$ cat src/rtl/aabb_hit_scheduler_if.sv
// Shared types and the scheduler's bus interface. The slave modport is the scheduler.
// The master modport is its surroundings: the dispatcher, the primitive table, AABBHit and the consumer.
`ifndef AABB_PRIM_INDEX_DEFS
`define AABB_PRIM_INDEX_DEFS
`define PRIMITIVE_INDEX aabb_types_pkg::prim_index_t
`define NULL_PRIMITIVE_INDEX aabb_types_pkg::NULL_PI
`endif

package aabb_types_pkg;
    // Fixed is signed Q8.8.
    typedef logic signed [15:0] Fixed;
    typedef logic [7:0]         prim_index_t;

    typedef struct packed { Fixed x; Fixed y; Fixed z; } Vec3;
    typedef struct packed { Vec3 orig; Vec3 dir; prim_index_t PI; } Ray;
    typedef struct packed { Vec3 vmin; Vec3 vmax; } AABB;
    typedef struct packed { logic [7:0] r; logic [7:0] g; logic [7:0] b; } RGB8;
    typedef enum logic [1:0] {ST_DIFFUSE, ST_MIRROR, ST_GLASS, ST_EMISSIVE} SurfaceType;
    typedef struct packed {
        logic        bHit;
        Fixed        T;
        prim_index_t PI;
        RGB8         color;
        SurfaceType  st;
    } HitData;

    typedef enum logic [1:0] {S_IDLE, S_SCAN, S_DRAIN, S_DONE} sched_state_t;

    localparam prim_index_t NULL_PI  = 8'hFF;
    localparam HitData      NULL_HIT = '{bHit: 1'b0, T: '0, PI: 8'hFF, color: '0, st: ST_DIFFUSE};
endpackage

interface aabb_hit_scheduler_if #(parameter int ADDR_W = 4);
    import aabb_types_pkg::*;

    // Both handshakes transfer on a rising edge where valid && ready. Once valid is raised,
    // the payload is held stable until that edge.
    logic                ray_valid;
    logic                ray_ready;
    Ray                  ray;
    logic [ADDR_W:0]     prim_count;
    logic                shadow;
    logic                mem_rd;
    logic [ADDR_W-1:0]   mem_addr;
    AABB                 mem_aabb;
    RGB8                 mem_color;
    SurfaceType          mem_st;
    Ray                  hu_ray;
    AABB                 hu_aabb;
    RGB8                 hu_color;
    `PRIMITIVE_INDEX     hu_pi;
    SurfaceType          hu_st;
    HitData              hu_hit;
    logic                res_valid;
    logic                res_ready;
    HitData              res_hit;
    logic                busy;
    sched_state_t        dbg_state;

    modport slave (
        input  ray_valid, ray, prim_count, shadow, mem_aabb, mem_color, mem_st, hu_hit, res_ready,
        output ray_ready, mem_rd, mem_addr, hu_ray, hu_aabb, hu_color, hu_pi, hu_st,
               res_valid, res_hit, busy, dbg_state
    );
    modport master (
        output ray_valid, ray, prim_count, shadow, mem_aabb, mem_color, mem_st, hu_hit, res_ready,
        input  ray_ready, mem_rd, mem_addr, hu_ray, hu_aabb, hu_color, hu_pi, hu_st,
               res_valid, res_hit, busy, dbg_state
    );
endinterface

$ cat src/rtl/aabb_hit_scheduler.sv
// Scans one ray against the primitive table, one primitive per cycle, and keeps the closest hit.
// Optional macro AABB_SCHED_ANY_HIT_EN: a shadow ray stops at its first hit.
module aabb_hit_scheduler
    import aabb_types_pkg::*;
#(
    parameter int NUM_PRIMS = 16,
    parameter int ADDR_W    = 4
) (
    input  logic                  clk,
    input  logic                  resetn,
    aabb_hit_scheduler_if.slave   bus
);

`ifdef AABB_SCHED_ANY_HIT_EN
    localparam bit ANY_HIT_EN = 1'b1;
`else
    localparam bit ANY_HIT_EN = 1'b0;
`endif
    localparam logic [ADDR_W:0] MAX_CNT = (ADDR_W+1)'(NUM_PRIMS);

    sched_state_t        r_state;
    Ray                  r_ray;
    logic                r_shadow;
    logic [ADDR_W:0]     r_count;
    logic [ADDR_W-1:0]   r_addr;
    logic [ADDR_W-1:0]   r_a1;
    logic                r_rd;
    logic                r_v1;
    logic                r_v2;
    logic                r_ray_ready;
    logic                r_res_valid;
    logic                r_busy;
    HitData              r_best;
    AABB                 r_aabb;
    RGB8                 r_color;
    SurfaceType          r_st;
    prim_index_t         r_pi;

    logic [ADDR_W:0]     w_cnt_in;
    logic                w_last;
    logic                w_better;
    logic                w_any_stop;

    assign w_cnt_in   = (bus.prim_count > MAX_CNT) ? MAX_CNT : bus.prim_count;
    assign w_last     = ({1'b0, r_addr} == (r_count - (ADDR_W+1)'(1)));
    // Strict less-than keeps the lower index on equal T.
    assign w_better   = r_v2 && bus.hu_hit.bHit && (!r_best.bHit || (bus.hu_hit.T < r_best.T));
    assign w_any_stop = ANY_HIT_EN && r_shadow && r_v2 && bus.hu_hit.bHit;

    always_ff @(posedge clk or negedge resetn) begin
        if (!resetn) begin
            r_state     <= S_IDLE;
            r_ray       <= '0;
            r_shadow    <= 1'b0;
            r_count     <= '0;
            r_addr      <= '0;
            r_a1        <= '0;
            r_rd        <= 1'b0;
            r_v1        <= 1'b0;
            r_v2        <= 1'b0;
            r_ray_ready <= 1'b1;
            r_res_valid <= 1'b0;
            r_busy      <= 1'b0;
            r_best      <= NULL_HIT;
            r_aabb      <= '0;
            r_color     <= '0;
            r_st        <= ST_DIFFUSE;
            r_pi        <= NULL_PI;
        end else begin
            // v1: table data is on mem_* this cycle; v2: hu_* holds a primitive for AABBHit.
            r_v1 <= r_rd;
            r_a1 <= r_addr;
            r_v2 <= r_v1;
            if (r_v1) begin
                r_aabb  <= bus.mem_aabb;
                r_color <= bus.mem_color;
                r_st    <= bus.mem_st;
                r_pi    <= prim_index_t'(r_a1);
            end
            if (w_better) r_best <= bus.hu_hit;

            case (r_state)
                S_IDLE: begin
                    if (bus.ray_valid) begin
                        r_ray       <= bus.ray;
                        r_shadow    <= bus.shadow;
                        r_count     <= w_cnt_in;
                        r_best      <= NULL_HIT;
                        r_addr      <= '0;
                        r_ray_ready <= 1'b0;
                        r_busy      <= 1'b1;
                        if (w_cnt_in == '0) begin
                            r_state     <= S_DONE;
                            r_res_valid <= 1'b1;
                        end else begin
                            r_state <= S_SCAN;
                            r_rd    <= 1'b1;
                        end
                    end
                end
                S_SCAN: begin
                    if (w_last) begin
                        r_state <= S_DRAIN;
                        r_rd    <= 1'b0;
                    end else begin
                        r_addr <= r_addr + ADDR_W'(1);
                    end
                end
                S_DRAIN: begin
                    // With v1 clear, the last primitive is compared on this edge, so best is final.
                    if (!r_v1) begin
                        r_state     <= S_DONE;
                        r_res_valid <= 1'b1;
                    end
                end
                S_DONE: begin
                    if (bus.res_ready) begin
                        r_state     <= S_IDLE;
                        r_res_valid <= 1'b0;
                        r_ray_ready <= 1'b1;
                        r_busy      <= 1'b0;
                    end
                end
                default: r_state <= S_IDLE;
            endcase

            if (w_any_stop) begin
                r_best      <= bus.hu_hit;
                r_rd        <= 1'b0;
                r_v1        <= 1'b0;
                r_v2        <= 1'b0;
                r_state     <= S_DONE;
                r_res_valid <= 1'b1;
            end
        end
    end

    assign bus.ray_ready = r_ray_ready;
    assign bus.mem_rd    = r_rd;
    assign bus.mem_addr  = r_addr;
    assign bus.hu_ray    = r_ray;
    assign bus.hu_aabb   = r_aabb;
    assign bus.hu_color  = r_color;
    assign bus.hu_pi     = r_pi;
    assign bus.hu_st     = r_st;
    assign bus.res_valid = r_res_valid;
    assign bus.res_hit   = r_best;
    assign bus.busy      = r_busy;
    assign bus.dbg_state = r_state;

endmodule

$ cat src/flat_wrapper.sv
// flat-port wrapper written by rule: the top's interface ports become plain ports
module aabb_hit_scheduler_flat import aabb_types_pkg::*;
#(
    parameter int NUM_PRIMS = 16,
    parameter int ADDR_W    = 4
)
  (clk, resetn, bus_ray_valid, bus_ray, bus_prim_count, bus_shadow, bus_mem_aabb, bus_mem_color, bus_mem_st, bus_hu_hit, bus_res_ready, bus_ray_ready, bus_mem_rd, bus_mem_addr, bus_hu_ray, bus_hu_aabb, bus_hu_color, bus_hu_pi, bus_hu_st, bus_res_valid, bus_res_hit, bus_busy, bus_dbg_state);
  aabb_hit_scheduler_if #(.ADDR_W(ADDR_W)) bus_i ();
  input  logic clk;
  input  logic resetn;
  input wire logic [$bits(bus_i.ray_valid)-1:0] bus_ray_valid;
  input wire logic [$bits(bus_i.ray)-1:0] bus_ray;
  input wire logic [$bits(bus_i.prim_count)-1:0] bus_prim_count;
  input wire logic [$bits(bus_i.shadow)-1:0] bus_shadow;
  input wire logic [$bits(bus_i.mem_aabb)-1:0] bus_mem_aabb;
  input wire logic [$bits(bus_i.mem_color)-1:0] bus_mem_color;
  input wire logic [$bits(bus_i.mem_st)-1:0] bus_mem_st;
  input wire logic [$bits(bus_i.hu_hit)-1:0] bus_hu_hit;
  input wire logic [$bits(bus_i.res_ready)-1:0] bus_res_ready;
  output wire logic [$bits(bus_i.ray_ready)-1:0] bus_ray_ready;
  output wire logic [$bits(bus_i.mem_rd)-1:0] bus_mem_rd;
  output wire logic [$bits(bus_i.mem_addr)-1:0] bus_mem_addr;
  output wire logic [$bits(bus_i.hu_ray)-1:0] bus_hu_ray;
  output wire logic [$bits(bus_i.hu_aabb)-1:0] bus_hu_aabb;
  output wire logic [$bits(bus_i.hu_color)-1:0] bus_hu_color;
  output wire logic [$bits(bus_i.hu_pi)-1:0] bus_hu_pi;
  output wire logic [$bits(bus_i.hu_st)-1:0] bus_hu_st;
  output wire logic [$bits(bus_i.res_valid)-1:0] bus_res_valid;
  output wire logic [$bits(bus_i.res_hit)-1:0] bus_res_hit;
  output wire logic [$bits(bus_i.busy)-1:0] bus_busy;
  output wire logic [$bits(bus_i.dbg_state)-1:0] bus_dbg_state;
  assign bus_i.ray_valid = bus_ray_valid;
  assign bus_i.ray = bus_ray;
  assign bus_i.prim_count = bus_prim_count;
  assign bus_i.shadow = bus_shadow;
  assign bus_i.mem_aabb = bus_mem_aabb;
  assign bus_i.mem_color = bus_mem_color;
  assign bus_i.mem_st = bus_mem_st;
  assign bus_i.hu_hit = bus_hu_hit;
  assign bus_i.res_ready = bus_res_ready;
  assign bus_ray_ready = bus_i.ray_ready;
  assign bus_mem_rd = bus_i.mem_rd;
  assign bus_mem_addr = bus_i.mem_addr;
  assign bus_hu_ray = bus_i.hu_ray;
  assign bus_hu_aabb = bus_i.hu_aabb;
  assign bus_hu_color = bus_i.hu_color;
  assign bus_hu_pi = bus_i.hu_pi;
  assign bus_hu_st = bus_i.hu_st;
  assign bus_res_valid = bus_i.res_valid;
  assign bus_res_hit = bus_i.res_hit;
  assign bus_busy = bus_i.busy;
  assign bus_dbg_state = bus_i.dbg_state;
  aabb_hit_scheduler #(.NUM_PRIMS(NUM_PRIMS), .ADDR_W(ADDR_W)) u_core (.clk(clk), .resetn(resetn), .bus(bus_i));
endmodule
$ cat config.mk
export PLATFORM = sky130hd
export DESIGN_NAME = aabb_hit_scheduler_flat
export DESIGN_NICKNAME = d
export VERILOG_FILES = /design/src/rtl/aabb_hit_scheduler_if.sv /design/src/rtl/aabb_hit_scheduler.sv /design/src/flat_wrapper.sv
export SDC_FILE = /design/constraint.sdc
export NUM_CORES = 1
export LEC_CHECK = 0
export ABC_AREA = 1
export CAP_MARGIN = 25
export CORE_MARGIN = 3
export CORE_UTILIZATION = 25
export DETAILED_ROUTE_END_ITERATION = 12
export PLACE_DENSITY_LB_ADDON = 0.1
export SLEW_MARGIN = 20
export SYNTH_ARGS = -nofsm -noshare
export SYNTH_HDL_FRONTEND = slang
export SYNTH_SLANG_ARGS = --single-unit
$ cat constraint.sdc
create_clock -name clk -period 2.23 [get_ports clk]
set_input_delay 0.223 -clock clk [delete_from_list [all_inputs] [get_ports clk]]
set_output_delay 0.223 -clock clk [all_outputs]
set_load 0.005 [all_outputs]
Word level (Yosys, flattened, before mapping). Cells that the tools add are included. Widths: inputs -> output; s select.

Register bits after elaboration: 306. Input bits: 287. Word-level logic and storage cells: 92.

Add/sub/neg operators: 2. Order comparisons: 2. Equal/unequal tests: 11. Muxes and demuxes: 27. Reductions and logical operators: 15.

Operators by type and width (count): $mux 51 (3); $lt 16x16->1 (1); $mux 1 (10); $mux 2 (5); $ne 2x2->1 const B (5); $mux 4 (2); $pmux 2 s4 (1); $pmux 4 s2 (1); $reduce_and 4->1 (2); $pmux 1 s2 (3); $reduce_and 3->1 (2); $eq 4x5->1 (1); $gt 5x5->1 const B (1); $logic_not 5->1 (1); $mux 5 (1); $reduce_and 5->1 (1); $sub 5x1->5 const B (1); $add 4x1->4 const B (1); $eq 2x2->1 const B (2); $ne 2x1->1 const B (2); $reduce_bool 2->1 (2); $pmux 1 s3 (1); $reduce_bool 3->1 (1); $eq 2x1->1 const B (1); 5 further kinds (6).

Logic depth before layout (Yosys ltp).
Depth in word-level cells: 6. Gate-level depth with buffers: 17. Gate-level depth less buffers: 15.

Worst setup path before layout. No wires, ideal clock.

Path type: reg-to-reg. Start: register u_core.r_best, in the netlist u_core.bus.res_hit[39]. End: register u_core.r_best, in the netlist u_core.bus.res_hit[0]. Library setup time: 0.119 ns. Arrival: 1.706 ns. Data required time: 2.111 ns. Setup slack: 0.404 ns. Cell stages (with the launch flop): 15. Buffers on the path: 2. Period minus slack after synthesis: 1.826 ns. Cells stage by stage: dfrtp_1 > inv_1 > ha_1 > a21oi_1 > nor2_1 > nor3_2 > nand2_1 > nand2_1 > nand2_1 > nand2_1 > nand3_2 > buf_6 > buf_6 > a21oi_1 > nor2_1.

Longest elaborated chain between the ends: 6.

Ends and longest elaborated chain: start: declaration (line aabb_hit_scheduler.sv:33) `HitData r_best;`; start signal: assignment (line aabb_hit_scheduler.sv:80) `if (w_better) r_best <= bus.hu_hit;`; start signal: assignment (line aabb_hit_scheduler.sv:128) `r_best <= bus.hu_hit;`; $lt 16x16->1 * (line aabb_hit_scheduler.sv:47) `assign w_better = r_v2 && bus.hu_hit.bHit && (!r_best.bHit || (bus.hu_hit.T < r_best.T));`; $logic_or 1x1->1 * (line aabb_hit_scheduler.sv:47); $logic_and 1x1->1 * (line aabb_hit_scheduler.sv:47); $mux 51 * (line aabb_hit_scheduler.sv:80); $mux 51 (line aabb_hit_scheduler.sv:84) `if (bus.ray_valid) begin`; $mux 51 * (line aabb_hit_scheduler.sv:82) `case (r_state)`.

Mark *: on every way between the ends. The rest lies on a longest branch, timed or not. A chain may end at the register's enable or synchronous reset.

Final worst setup path.
Start: register u_core.r_best, in the netlist u_core.bus.res_hit[35]. End: register u_core.r_best, in the netlist u_core.bus.res_hit[14].

The elaborated chain is that of the path after synthesis.

==> impl_metrics.ini <==
[final_layout]
multi_input_area_sq_um = 4250
area_growth_pct = 64.3
nNetsFinal = 2096
final-seq-area_sq_um = 7600
fillers = 4833
drive_gt1_share_pct = 13.3
fin_util_pct = 41.7

[floorplan]
die_area_sq_um = 52400
die_y_microns = 229
io_pins = 582
die_w_microns = 229
initial_core_util_pct = 25.3
core_area_sq_um = 49100
rows = 81

[critical_path]
worstPathArrival_ns = 2.47
path_max_fanout = 55
start_kind = flop
critPathRequiredTime_ns = 2.65
end_kind = flop
crit_path_top_delay_cell = dfrtp_1
path_cells = inv_1 > ha_1 > nand2_1 > nand2_1 > nand2_1 > nand2_1 > nand2_1 > nand2_1 > nand2_1 > nand3_1 > nand3_4 > buf_16 > nand3_1 > nand2_1 > nor2_1
cpPeakStageDelay_ns = 0.41
path_class = flop to flop
crit_top_cell = nand2_1
r2r_cells = 15

[timing]
clock_skew_ns = 0.0172
rsz0062_at_grt = yes
worst_slack_ns = 0.181
finalCritPeriodShare_pct = 91.9
min_period_ns = 2.05
fmax_ghz = 0.488
slew_headroom_pct = 53.1
setup-tns-final_ns = 0
worst_slew_pin_slew_ns = 0.703
setup_viol = 0
hold_viol = 0
slew_violations = 0

[routing]
dr.pass1.iters = 4
wl_per_cell_microns = 18.7
route.detailed.drc = 0
drtAntennaViolNets = 0
routed_wl_microns = 46500
drt-initial-drc-count = 455
via_count = 10395
vias_per_cell = 4.19

[yosys]
ys_async_sr_fraction_pct = 100
synth_compound_area_share_pct = 3.07
synth_warnings = 0
synthAdderAreaFrac_pct = 2.11
yosys.area_share.simple_pct = 16.6
synth_cell_types = 26
synth_seq_cells = 303
ys_seq_area_share_pct = 61.1
synth_edf_count = 0
syn_inst = 1198
synth-main-ff-cell = dfrtp_1
syn_nets = 1506
syn_area_sq_um = 12400
synth_top_family_by_area = simple AND/OR/NAND/NOR gates
synth_xor_area_share_pct = 0.564
synthMuxAreaShare_pct = 11.4
syn-mean-instance-area_sq_um = 10.4

[power]
p_per_area_nw_per_um2 = 592
vdd_drop_max_v = 0.000426
power.leakage_nw = 9.87

[cts]
clk_latency_ns = 0.54
clk_pin_slew_ns = 0.06
root_buffer = clkbuf_16
clock_path_buffers = 3
cts.sinks = 303
cts_tree = done
htreeDepth = 2
cts_made_buffers = 38

[global_route]
antenna_found_initial = 4
grt-ovfl-total = 0
grt_pass1_vias = 11020
grt_max_degree = 91
grt.total_usage_pct = 17.4
grt_pass1_wl_microns = 69800

[job]
drv_cap = 0

[placement]
place.gp.congestion = 0.795
io_buffers = 580
hpwl_microns = 34700
post-place-ws_ns = -0.140

[status]
status = finished, final reports clean

[hold_path]
worstHoldPathCells = 3
hp-class = input pin to flop
[final timing paths]
kind	startpoint	to	slack, ns
min in group asynchronous	resetn	u_core.bus.res_hit[36]	0.27
worst max register to register	u_core.bus.res_hit[35]	u_core.bus.res_hit[14]	0.18
worst max-delay path	u_core.bus.res_hit[35]	u_core.bus.res_hit[14]	0.18
worst min-delay path	bus_ray[71]	u_core.bus.hu_ray[71]	0.22
worst min register to register	u_core.bus.mem_rd	u_core.r_v1	0.42
max in group asynchronous	resetn	u_core.bus.hu_aabb[87]	1.19
[cells in the final DEF (no fill, tap or decap), drive strengths merged]
cell,n
dlygate4sd3,1
or2,1
buf,35
nor2,54
ha,21
inv,82
dfrtp,289
diode,3
nand3,66
a21oi,54
nor3,4
o31ai,4
nand4,1
o21ai,8
clkinv,3
xor2,5
mux2,126
o21bai,3
nand2,397
xnor2,3
o22ai,3
clkbuf,60
clkdlybuf4s50,579
dfstp,14
[routing by layer]
metal / routed length (microns) / part of all wire (%) / vias to the layer above / track usage, %
met5: 17 / 0.037 / - / 0
met4: 1160 / 2.5 / 2 / 4.82
met3: 3880 / 8.3 / 66 / 6.62
met2: 23400 / 50 / 346 / 30.3
met1: 18000 / 39 / 4982 / 20.0
li1: - / - / 4999 / -
[where the power goes]
group	internal [mW]	total (mW)	switching [mW]
combinational	0.492	0.728	0.237
clock	3.48	5.87	2.39
sequential	5.50	5.50	0.000869
total	9.47	12.1	2.63
[cell families (layout without fill, tap and decap cells)]
family                   after synthesis  count (layout)
AO/OA/AOI/OAI                         72              72
XOR/XNOR                               8               8
adder cells (fa/ha/maj)               21              21
buffers and inverters                145             760
flip-flops                           303             303
multiplexers                         126             126
other                                  0               3
AND/OR/NAND/NOR                      523             523
[synth_stat cells, drive strengths merged (4+ instances only)]
cell | n | area share (%)
inv | 80 | 2.4
clkbuf | 33 | 1.0
o21ai | 8 | 0.32
mux2 | 126 | 11
o31ai | 4 | 0.24
nor3 | 4 | 0.20
dfrtp | 289 | 58
buf | 32 | 1.7
ha | 21 | 2.1
dfstp | 14 | 3.0
nand3 | 66 | 2.7
nor2 | 54 | 1.6
a21oi | 54 | 2.2
xor2 | 5 | 0.35
nand2 | 397 | 12
[repair_timing]
action                                  4_1_cts  5_1_grt
endpoints found under the setup margin        0       47
hold buffers                                  1        0
endpoints found under the hold margin        50        0
buffers inserted                              0        4
resized for setup                             0        9
[worst max-delay path, delay by kind of cell, from the launching register on]
kind	cells	cell delay, ns
buf+inv	2	0.29
fa+ha+maj	1	0.28
flops	1	0.41
simple gates	12	0.92
[state kept, by name, indices dropped and copies added, names as in the netlist]
name,flops
u_core.bus.hu_aabb,96
u_core.bus.mem_addr,4
u_core.bus.res_hit,51
u_core.bus.res_valid,1
u_core.r_count,5
u_core.bus.hu_pi,5
u_core.bus.busy,1
u_core.r_a1,4
u_core.bus.ray_ready,1
u_core.bus.hu_ray,104
u_core.r_v2,1
u_core.bus.mem_rd,1
u_core.bus.hu_st,2
u_core.bus.hu_color,24
u_core.bus.dbg_state,2
u_core.r_v1,1
[stage by stage]
| step | hold WS, ns | std cells | total power, mW | instance area (sq um) |
|---|---|---|---|---|
| detailed placement | 0.291 | 2407 | 6.34 | 19200 |
| CTS | 0.169 | 2473 | 12.4 | 20300 |
| global placement | 0.288 | 2407 | 6.34 | 19200 |
| global route | 0.191 | 2479 | 12.6 | 20400 |
| finish | 0.218 | 2480 | 12.1 | 20400 |
| floorplan | -0.0726 | 1198 | 5.65 | 12400 |
[layout make-up]
type                    count  area share [%]
inverters                  80            1.48
clock inverters             5           0.159
flip-flops and latches    303            37.2
repair buffers            615            30.7
diodes                      3          0.0367
multi-input cells         750            20.8
well taps                 664            4.07
clock buffers              60            5.55
No activity file was read; power rests on OpenSTA's default activity.
